===== config.mk =====
export PLATFORM = sky130hd
export DESIGN_NAME = link_control
export DESIGN_NICKNAME = d
export VERILOG_FILES = /design/src/rtl/link_pkg.sv /design/src/rtl/link_btn_arbiter.sv /design/src/rtl/link_control.sv
export SDC_FILE = /design/constraint.sdc
export NUM_CORES = 1
export LEC_CHECK = 0
export ABC_AREA = 1
export CAP_MARGIN = 20
export CORE_MARGIN = 5
export CORE_UTILIZATION = 50
export DETAILED_ROUTE_END_ITERATION = 7
export GPL_ROUTABILITY_DRIVEN = 0
export GPL_TIMING_DRIVEN = 1
export PLACE_DENSITY = 0.77
export SYNTH_ARGS = -nofsm -noshare
export SYNTH_HDL_FRONTEND = slang
export SYNTH_SLANG_ARGS = --single-unit

===== constraint.sdc =====
create_clock -name clock -period 1.45 [get_ports clock]
set_input_delay 0.145 -clock clock [delete_from_list [all_inputs] [get_ports clock]]
set_output_delay 0.145 -clock clock [all_outputs]
set_load 0.005 [all_outputs]

===== src/rtl/link_pkg.sv =====
// Shared types and constants for the Link frame sequencer and its helpers.
// Holds the controller state encoding, movement direction codes, map and
// sprite geometry, the spawn position, and one-hot action bit positions.
package link_pkg;

  typedef enum logic [2:0] {
    S_RESET,
    S_INIT,
    S_IDLE,
    S_MAP,
    S_DECIDE,
    S_ATTACK,
    S_MOVE,
    S_CHAR
  } state_t;

  typedef enum logic [1:0] {
    UP    = 2'b00,
    DOWN  = 2'b01,
    LEFT  = 2'b10,
    RIGHT = 2'b11
  } dir_t;

  localparam int MAP_W  = 256;
  localparam int MAP_H  = 176;
  localparam int SPRITE = 16;

  localparam logic [7:0] SPAWN_X = 8'h7F;
  localparam logic [7:0] SPAWN_Y = 8'h58;

  // Largest top-left coordinate that keeps the whole sprite on the map.
  localparam logic [7:0] X_MAX = 8'(MAP_W - SPRITE);
  localparam logic [7:0] Y_MAX = 8'(MAP_H - SPRITE);

  // Bit positions in the arbiter's one-hot action vector.
  localparam int ACT_W      = 5;
  localparam int ACT_RIGHT  = 0;
  localparam int ACT_LEFT   = 1;
  localparam int ACT_DOWN   = 2;
  localparam int ACT_UP     = 3;
  localparam int ACT_ATTACK = 4;

  // One-pixel step of a coordinate in either direction.
  function automatic logic [7:0] step_pos(input logic [7:0] pos, input logic inc);
    return inc ? (pos + 8'd1) : (pos - 8'd1);
  endfunction

endpackage


===== src/rtl/link_btn_arbiter.sv =====
// Purpose: priority encoder turning held buttons into one one-hot action.
// Latency: purely combinational, zero cycles.
// Backpressure: none; the consumer samples the action when it needs it.
// Ports: btn_up/btn_down/btn_left/btn_right/btn_attack in (active high),
//        act[ACT_W-1:0] out (one-hot, all-zero when nothing is held),
//        dir out (direction of the selected move, UP when no move selected).
// Priority: attack > up > down > left > right, so opposing buttons resolve
// toward the earlier entry.
import link_pkg::*;

module link_btn_arbiter (
  input  logic             btn_up,
  input  logic             btn_down,
  input  logic             btn_left,
  input  logic             btn_right,
  input  logic             btn_attack,
  output logic [ACT_W-1:0] act,
  output dir_t             dir
);

  always_comb begin
    act = '0;
    dir = UP;
    if (btn_attack) begin
      act[ACT_ATTACK] = 1'b1;
    end else if (btn_up) begin
      act[ACT_UP] = 1'b1;
      dir         = UP;
    end else if (btn_down) begin
      act[ACT_DOWN] = 1'b1;
      dir           = DOWN;
    end else if (btn_left) begin
      act[ACT_LEFT] = 1'b1;
      dir           = LEFT;
    end else if (btn_right) begin
      act[ACT_RIGHT] = 1'b1;
      dir            = RIGHT;
    end
  end

endmodule


===== src/rtl/link_control.sv =====
// Purpose: per-frame sequencer: map draw, button decision, one action pulse,
//          character draw, then wait for the next frame_tick.
// Latency: outputs are registered state decodes, valid the cycle the state is entered.
// Backpressure: draw_map/draw_char hold until map_done/draw_done; a frame_tick
//               arriving while busy is dropped and latches the sticky overrun flag.
// Ports: clock, reset (sync, active low), frame_tick, btn_* in;
//        init, idle, attack, move_up/down/left/right, draw_map, draw_char, overrun out;
//        shadow_x[7:0], shadow_y[7:0] out only when LINK_BOUNDS_EN is defined.
// Build option LINK_BOUNDS_EN: track a shadow sprite position and suppress
// moves that would take the sprite off the map.
import link_pkg::*;

module link_control #(
  parameter int MOVE_DIV      = 1,  // frames per 1-pixel step, 1..15
  parameter int ATTACK_FRAMES = 8   // frames per attack, 1..63
) (
  input  logic       clock,
  input  logic       reset,
  input  logic       frame_tick,
  input  logic       btn_up,
  input  logic       btn_down,
  input  logic       btn_left,
  input  logic       btn_right,
  input  logic       btn_attack,
  input  logic       map_done,
  input  logic       draw_done,
  output logic       init,
  output logic       idle,
  output logic       attack,
  output logic       move_up,
  output logic       move_down,
  output logic       move_left,
  output logic       move_right,
  output logic       draw_map,
  output logic       draw_char,
  output logic       overrun
`ifdef LINK_BOUNDS_EN
  ,
  output logic [7:0] shadow_x,
  output logic [7:0] shadow_y
`endif
);

  state_t           state;
  state_t           nxt;
  logic [5:0]       atk_cnt;
  logic [3:0]       div_cnt;
  logic             step_ok;
  logic [ACT_W-1:0] arb_act;
  dir_t             arb_dir;
  logic             move_req;
  logic             in_bounds;
  logic             atk_load;
  logic             atk_dec;
  logic             move_go;

  link_btn_arbiter u_arb (
    .btn_up    (btn_up),
    .btn_down  (btn_down),
    .btn_left  (btn_left),
    .btn_right (btn_right),
    .btn_attack(btn_attack),
    .act       (arb_act),
    .dir       (arb_dir)
  );

  assign step_ok  = (div_cnt == 4'd0);
  assign move_req = arb_act[ACT_UP] | arb_act[ACT_DOWN] | arb_act[ACT_LEFT] | arb_act[ACT_RIGHT];

`ifdef LINK_BOUNDS_EN
  always_comb begin
    in_bounds = 1'b1;
    case (arb_dir)
      UP:      in_bounds = (shadow_y != 8'd0);
      DOWN:    in_bounds = (shadow_y < Y_MAX);
      LEFT:    in_bounds = (shadow_x != 8'd0);
      RIGHT:   in_bounds = (shadow_x < X_MAX);
      default: in_bounds = 1'b1;
    endcase
  end

  // Shadow moves on the same edge that raises the move pulse.
  always_ff @(posedge clock) begin
    if (!reset || state == S_INIT) begin
      shadow_x <= SPAWN_X;
      shadow_y <= SPAWN_Y;
    end else if (move_go) begin
      case (arb_dir)
        UP:      shadow_y <= step_pos(shadow_y, 1'b0);
        DOWN:    shadow_y <= step_pos(shadow_y, 1'b1);
        LEFT:    shadow_x <= step_pos(shadow_x, 1'b0);
        default: shadow_x <= step_pos(shadow_x, 1'b1);
      endcase
    end
  end
`else
  assign in_bounds = 1'b1;
`endif

  // Next-state selection; the decision strobes let the register block
  // update the counters without repeating the priority chain.
  always_comb begin
    nxt      = state;
    atk_load = 1'b0;
    atk_dec  = 1'b0;
    move_go  = 1'b0;
    case (state)
      S_RESET: nxt = S_INIT;
      S_INIT:  nxt = S_IDLE;
      S_IDLE:  if (frame_tick) nxt = S_MAP;
      S_MAP:   if (map_done) nxt = S_DECIDE;
      S_DECIDE: begin
        if (atk_cnt != 6'd0) begin
          // An attack in progress locks out movement entirely.
          atk_dec = 1'b1;
          nxt     = S_ATTACK;
        end else if (arb_act[ACT_ATTACK]) begin
          atk_load = 1'b1;
          nxt      = S_ATTACK;
        end else if (step_ok && move_req && in_bounds) begin
          move_go = 1'b1;
          nxt     = S_MOVE;
        end else begin
          nxt = S_CHAR;
        end
      end
      S_ATTACK: nxt = S_CHAR;
      S_MOVE:   nxt = S_CHAR;
      S_CHAR:   if (draw_done) nxt = S_IDLE;
      default:  nxt = S_RESET;
    endcase
  end

  // Outputs are decoded from the next state so they line up with the
  // registered state rather than trailing it by a cycle.
  always_ff @(posedge clock) begin
    if (!reset) begin
      state      <= S_RESET;
      init       <= 1'b0;
      idle       <= 1'b0;
      attack     <= 1'b0;
      move_up    <= 1'b0;
      move_down  <= 1'b0;
      move_left  <= 1'b0;
      move_right <= 1'b0;
      draw_map   <= 1'b0;
      draw_char  <= 1'b0;
      overrun    <= 1'b0;
      atk_cnt    <= 6'd0;
      div_cnt    <= 4'd0;
    end else begin
      state      <= nxt;
      init       <= (nxt == S_INIT);
      idle       <= (nxt == S_IDLE);
      attack     <= (nxt == S_ATTACK);
      move_up    <= move_go && (arb_dir == UP);
      move_down  <= move_go && (arb_dir == DOWN);
      move_left  <= move_go && (arb_dir == LEFT);
      move_right <= move_go && (arb_dir == RIGHT);
      draw_map   <= (nxt == S_MAP);
      draw_char  <= (nxt == S_CHAR);

      // Any tick outside S_IDLE is lost, including one on S_CHAR's exit edge.
      if (frame_tick && state != S_IDLE) overrun <= 1'b1;

      if (atk_load)     atk_cnt <= 6'(ATTACK_FRAMES - 1);
      else if (atk_dec) atk_cnt <= atk_cnt - 6'd1;

      if (state == S_DECIDE)
        div_cnt <= (div_cnt == 4'(MOVE_DIV - 1)) ? 4'd0 : div_cnt + 4'd1;
    end
  end

endmodule


==> results of run 1 <==
==> final timing paths <==
path	endpoint	cells after the start
worst min register to register	atk_cnt[5]$_SDFFE_PP0P_	2
worst min-delay path	div_cnt[3]$_SDFFE_PN0P_	3
worst max-delay path	idle$_SDFF_PN0_	6
worst max register to register	idle$_SDFF_PN0_	6
==> kinds of logic (layout without fill, tap and decap cells) <==
kind of cell,after synthesis,after routing
flops,23,23
fa+ha+maj,3,3
buf+inv,26,49
xor+xnor,4,4
compound gates,19,19
simple gates,71,71
==> final cells by class <==
type                            count  area, um2  area share [%]
Multi-Input combinational cell     97      540.5           39.71
Sequential cell                    23      460.4           33.82
Timing Repair Buffer               21      205.2           15.07
Inverter                           24      92.59           6.801
Tap cell                           28      35.03           2.574
Clock buffer                        3      22.52           1.654
Clock inverter                      1      5.005          0.3676
==> flip-flops by register name, indices dropped and copies added (netlist names) <==
signal	flops
draw_map	1
move_down	1
move_right	1
init	1
overrun	1
atk_cnt	6
move_up	1
idle	1
state	3
move_left	1
attack	1
draw_char	1
div_cnt	4
==> through the flow <==
step           hold slack [ns]  cell area [um2]  std cells  power [uW]
2_1_floorplan           0.2886             1104        146       907.3
3_3_place_gp            0.4546             1319        193       991.2
3_5_place_dp            0.4728             1319        193        1002
4_1_cts                 0.4547             1346        197        1290
5_1_grt                 0.4660             1361        197        1362
6_report                0.4669             1361        197        1279
==> where the power goes <==
group          switching, uW  internal, uW  leakage (uW)
registers               30.6           668      0.000187
clock network            184           103     0.0000177
logic                    161           132      0.000365
==> per-layer routing <==
metal | up-vias | track usage (%) | wire (um)
li1 | 505 | - | -
met1 | 437 | 16.11 | 979
met2 | 22 | 25.45 | 1069
met3 | 4 | 3.167 | 111
met4 | 0 | 5.629 | 14
met5 | - | 0 | 0
==> worst max-delay path: cells and delay by family (launching register included) <==
kind | cells | cell delay [ns]
simple gates | 3 | 0.37
flops | 1 | 0.33
compound gates | 1 | 0.23
fa+ha+maj | 1 | 0.19
buf+inv | 1 | 0.13
==> cell usage after synthesis (all sizes together) <==
| master | number |
|---|---|
| nand2 | 24 |
| xor2 | 3 |
| inv | 23 |
| a21oi | 11 |
| dfxtp | 23 |
| clkinv | 1 |
| nand3b | 1 |
| o21ai | 8 |
| and2 | 1 |
| nor3 | 2 |
| nor2 | 28 |
| ha | 3 |
| buf | 2 |
| nand4 | 2 |
| xnor2 | 1 |
| nand3 | 13 |
==> cells in the final DEF (no fill, tap or decap), drive strengths merged, types with 3 or more instances in the layout <==
cell type / n
nor2: 28
nand2: 24
dfxtp: 23
inv: 23
clkdlybuf4s50: 19
nand3: 13
a21oi: 11
o21ai: 8
xor2: 3
clkbuf: 3
ha: 3
==> what timing repair did <==
| action | CTS | global route |
|---|---|---|
| endpoints found under the setup margin | 0 | 10 |
| gates resized for setup | 0 | 3 |
| endpoints found under the hold margin | 0 | 0 |
==> flow_metrics.env, run 1 <==
export IMPL_routed_wl_um=2174
export IMPL_fmax_ghz=0.7609
export IMPL_syn_inst=146
export IMPL_hold_violations=0
export IMPL_setup_viol=0
export IMPL_drc_errors=0
export IMPL_finalSetupTns_ns=0
export IMPL_reg2reg_slack_ns=0.14
export IMPL_cp_slowest_cell="dfxtp_1"
export IMPL_io_buffer_count=19
export IMPL_tritoncts="yes"
export IMPL_synthMuxAreaShare_pct=0
export IMPL_die_y_um=56.98
export IMPL_htreeDepth=1
export IMPL_crit_start="atk_cnt[0]$_SDFFE_PN0P_"
export IMPL_critPathRequiredTime_ns=1.70
export IMPL_post_drt_wl_per_cell_um=11.04
export IMPL_fillers=206
export IMPL_synthSimpleGateAreaFrac_pct=32.09
export IMPL_worstPathMaxFanout=4
export IMPL_cts_root_buf="clkbuf_4"
export IMPL_antennaDiodeCount=0
export IMPL_ys_types=26
export IMPL_drtIter0Drc=27
export IMPL_num_vias=968
export IMPL_fin_crit_sh_pct=90.64
export IMPL_max_stage_delay_ns=0.33
export IMPL_rsz0062_at_grt="false"
export IMPL_synth_compound_area_share_pct=8.957
export IMPL_hold_path_class="input pin to flop"
export IMPL_clk_pin_slew_ns=0.12
export IMPL_p_per_area_nw_per_um2=939.6
export IMPL_worstSetupEndpointType="flop"
export IMPL_clock_sinks=23
export IMPL_utilization_pct=62.75
export IMPL_synth_nets=159
export IMPL_numCtsBuffers=3
export IMPL_setup_slack_ns=0.1358
export IMPL_period_minus_slack_ns=1.314
export IMPL_critPathKind="flop to flop"
export IMPL_cp_arrival_ns=1.56
export IMPL_yosys_area_top_type="dfxtp_1"
export IMPL_postCtsSetupBuffers=0
export IMPL_synth_xor_area_share_pct=3.175
export IMPL_worstPathCellList="inv_1, ha_4, nand4_1, a21oi_2, nand3_1, nor2_1"
export IMPL_grt_pass1_wl_um=3746
export IMPL_post_place_ws_ns=0.05885
export IMPL_max_slew_margin_rel_pct=79.61
export IMPL_dieArea_um2=3247
export IMPL_synth_top_family_by_area="simple AND/OR/NAND/NOR gates"
export IMPL_area_growth_synth_to_final_pct=23.36
export IMPL_grt_start_max_net_pins=14
export IMPL_dieWidth_um=56.98
export IMPL_synth_area_leaders="dfxtp_1 42%, nor2_1 8.2%, inv_1 7.1%, nand2_1 6.1%, nand3_1 5.4%"
export IMPL_vdd_drop_max_v=0.0005233
export IMPL_hold_buffers=0
export IMPL_timing_rr_start="atk_cnt[0]$_SDFFE_PN0P_"
export IMPL_leakagePower_uw=0.0005697
export IMPL_cts_path_max_buffers=2
export IMPL_core_um2=2170
export IMPL_first_pass_iters=4
export IMPL_grt_usage_pct=14.16
export IMPL_synth_seq_cells=23
export IMPL_yosysSeqAreaShare_pct=41.72
export IMPL_finClkSkew_ns=0.003317
export IMPL_layout_drive_gt1_share_pct=13.02
export IMPL_worst_slew_pin_slew_ns=0.3035
export IMPL_maxCapViolCount=0
export IMPL_slew_viol_final=0
export IMPL_outcome="finished, final reports clean"
export IMPL_fin_nets=183
export IMPL_yosys_warnings=0
export IMPL_hpwl_um=1720
export IMPL_rows=17
export IMPL_floorplan_initialDensity_pct=50.87
export IMPL_syn_area_per_cell_um2=7.559
export IMPL_ant_nets=0
export IMPL_start_kind="flop"
export IMPL_min_from="reset"
export IMPL_yosys_area_top_type_share_pct=41.72
export IMPL_syn_cell_area_um2=1104
export IMPL_overflow=0
export IMPL_clk_latency_ns=0.30
export IMPL_post_synth_fa_ha_maj_area_fraction_pct=3.401
export IMPL_io_pins=20
export IMPL_antenna_found_initial=0
export IMPL_grt_pass1_vias=941
export IMPL_via_per_inst=4.914
Note: power is estimated with default switching activity, not from simulation.
==> run 2: changes to the inputs <==
CORE_UTILIZATION = 41   (was 50)
PLACE_DENSITY = not set   (was 0.77)
==> flow_metrics.env, run 2 (synthesis gave the netlist of run 1 again) <==
export IMPL_ant_nets=0
export IMPL_layout_drive_gt1_share_pct=11.83
export IMPL_cp_arrival_ns=1.16
export IMPL_vdd_drop_max_v=0.0006330
export IMPL_clk_latency_ns=0.31
export IMPL_regMostFlops="atk_cnt"
export IMPL_fin_nets=183
export IMPL_r2r_cells=6
export IMPL_post_drt_wl_per_cell_um=10.59
export IMPL_critPathKind="flop to output pin"
export IMPL_numCtsBuffers=3
export IMPL_drc_errors=0
export IMPL_routed_wl_um=2108
export IMPL_drtIter0Drc=23
export IMPL_utilization_pct=53.92
export IMPL_hpwl_um=1715
export IMPL_worst_path_buf_inv=1
export IMPL_largest_reg_flops=6
export IMPL_finalInstanceArea_um2=1360
export IMPL_hold_violations=0
export IMPL_postCtsSetupBuffers=0
export IMPL_cp_slowest_cell="clkdlybuf4s50_1"
export IMPL_worstPathCellList="clkdlybuf4s50_1"
export IMPL_reg_top3="atk_cnt: 6 flops, div_cnt: 4 flops, state: 3 flops"
export IMPL_io_buffer_count=19
export IMPL_num_vias=935
export IMPL_rsz0062_at_grt="false"
export IMPL_hold_path_class="input pin to flop"
export IMPL_fmax_ghz=0.7663
export IMPL_io_pins=20
export IMPL_worst_slew_pin_slew_ns=0.3215
export IMPL_critPathTopFamily="buffers and inverters"
export IMPL_antenna_found_initial=0
export IMPL_grt_pass1_wl_um=3491
export IMPL_die_y_um=61.88
export IMPL_clock_sinks=23
export IMPL_maxCapViolCount=0
export IMPL_tritoncts="yes"
export IMPL_cts_path_max_buffers=2
export IMPL_leakagePower_uw=0.0005675
export IMPL_cp_num_cells=1
export IMPL_period_minus_slack_ns=1.305
export IMPL_cts_root_buf="clkbuf_4"
export IMPL_antennaDiodeCount=0
export IMPL_dieWidth_um=61.88
export IMPL_max_slew_margin_rel_pct=78.40
export IMPL_mostFrequentLayoutCell="nor2_1"
export IMPL_p_per_area_nw_per_um2=936.6
export IMPL_grt_pass1_vias=837
export IMPL_min_path_cells=3
export IMPL_overflow=0
export IMPL_max_stage_delay_ns=0.51
export IMPL_slew_viol_final=0
export IMPL_dieArea_um2=3829
export IMPL_rows=18
export IMPL_htreeDepth=1
export IMPL_floorplan_initialDensity_pct=43.75
export IMPL_grt_start_max_net_pins=13
export IMPL_critPathRequiredTime_ns=1.31
export IMPL_area_growth_synth_to_final_pct=23.24
export IMPL_outcome="finished, final reports clean"
export IMPL_grt_usage_pct=12.56
export IMPL_first_pass_iters=4
export IMPL_clk_pin_slew_ns=0.12
export IMPL_fin_crit_sh_pct=90.00
export IMPL_finalSetupTns_ns=0
export IMPL_finClkSkew_ns=0.003943
export IMPL_place_area_um2=1321
export IMPL_setup_viol=0
export IMPL_via_per_inst=4.698
export IMPL_final_cell_mix="24 x nor2_1, 23 x dfxtp_1, 21 x inv_1, 19 x clkdlybuf4s50_1, 18 x nand2_1"
export IMPL_worstPathMaxFanout=2
export IMPL_core_um2=2522
export IMPL_start_kind="flop"
export IMPL_worstSetupEndpointType="output pin"
run 2: cell types whose count changed in the layout (fill, tap and decap cells not counted):
cell,delta
nor2_1,+1
clkinv_2,-1
nor2_2,-1
clkbuf_1,+1
run 2: per-stage QoR:
stage | power (uW) | instances | hold WS (ns) | setup slack, ns
after floorplan | 907.3 | 146 | 0.2886 | 0.2389
after global placement | 998.8 | 195 | 0.4633 | 0.03271
after detailed placement | 1000 | 195 | 0.4685 | 0.03622
after CTS | 1295 | 199 | 0.4681 | 0.05976
after global routing | 1361 | 199 | 0.4650 | 0.01607
final | 1274 | 199 | 0.4825 | 0.1451
run 2: worst paths after layout:
kind,startpoint,to,slack [ns]
worst min-delay path,frame_tick,overrun$_SDFFE_PN0P_,0.48
worst max register to register,atk_cnt[0]$_SDFFE_PN0P_,idle$_SDFF_PN0_,0.16
worst max-delay path,overrun$_SDFFE_PN0P_,overrun,0.15
worst min register to register,atk_cnt[5]$_SDFFE_PP0P_,atk_cnt[5]$_SDFFE_PP0P_,0.49
run 2: where the power goes:
group | leakage (uW) | switching, uW | internal (uW)
Sequential | 0.000187 | 29.8 | 668
Combinational | 0.000366 | 154 | 132
Clock | 0.0000150 | 182 | 107
Total | 0.000567 | 366 | 907
run 2: timing repair:
item | 4_1_cts | 5_1_grt
resized for setup | 0 | 2
hold endpoints to repair | 0 | 0
endpoints found under the setup margin | 0 | 7
hold buffers | 0 | 0
run 2: layout make-up:
type	instances	area, um2
Clock buffer	4	26.28
Fill cell	247	1162
Inverter	24	92.59
Multi-Input combinational cell	97	538.0
Sequential cell	23	460.4
Tap cell	30	37.54
Timing Repair Buffer	21	205.2
run 2: per-layer routing:
metal	global-route usage, %	routed length [um]
met3	3.306	94
met4	6.364	42
met2	19.73	949
met1	15.85	1021
met5	0	0
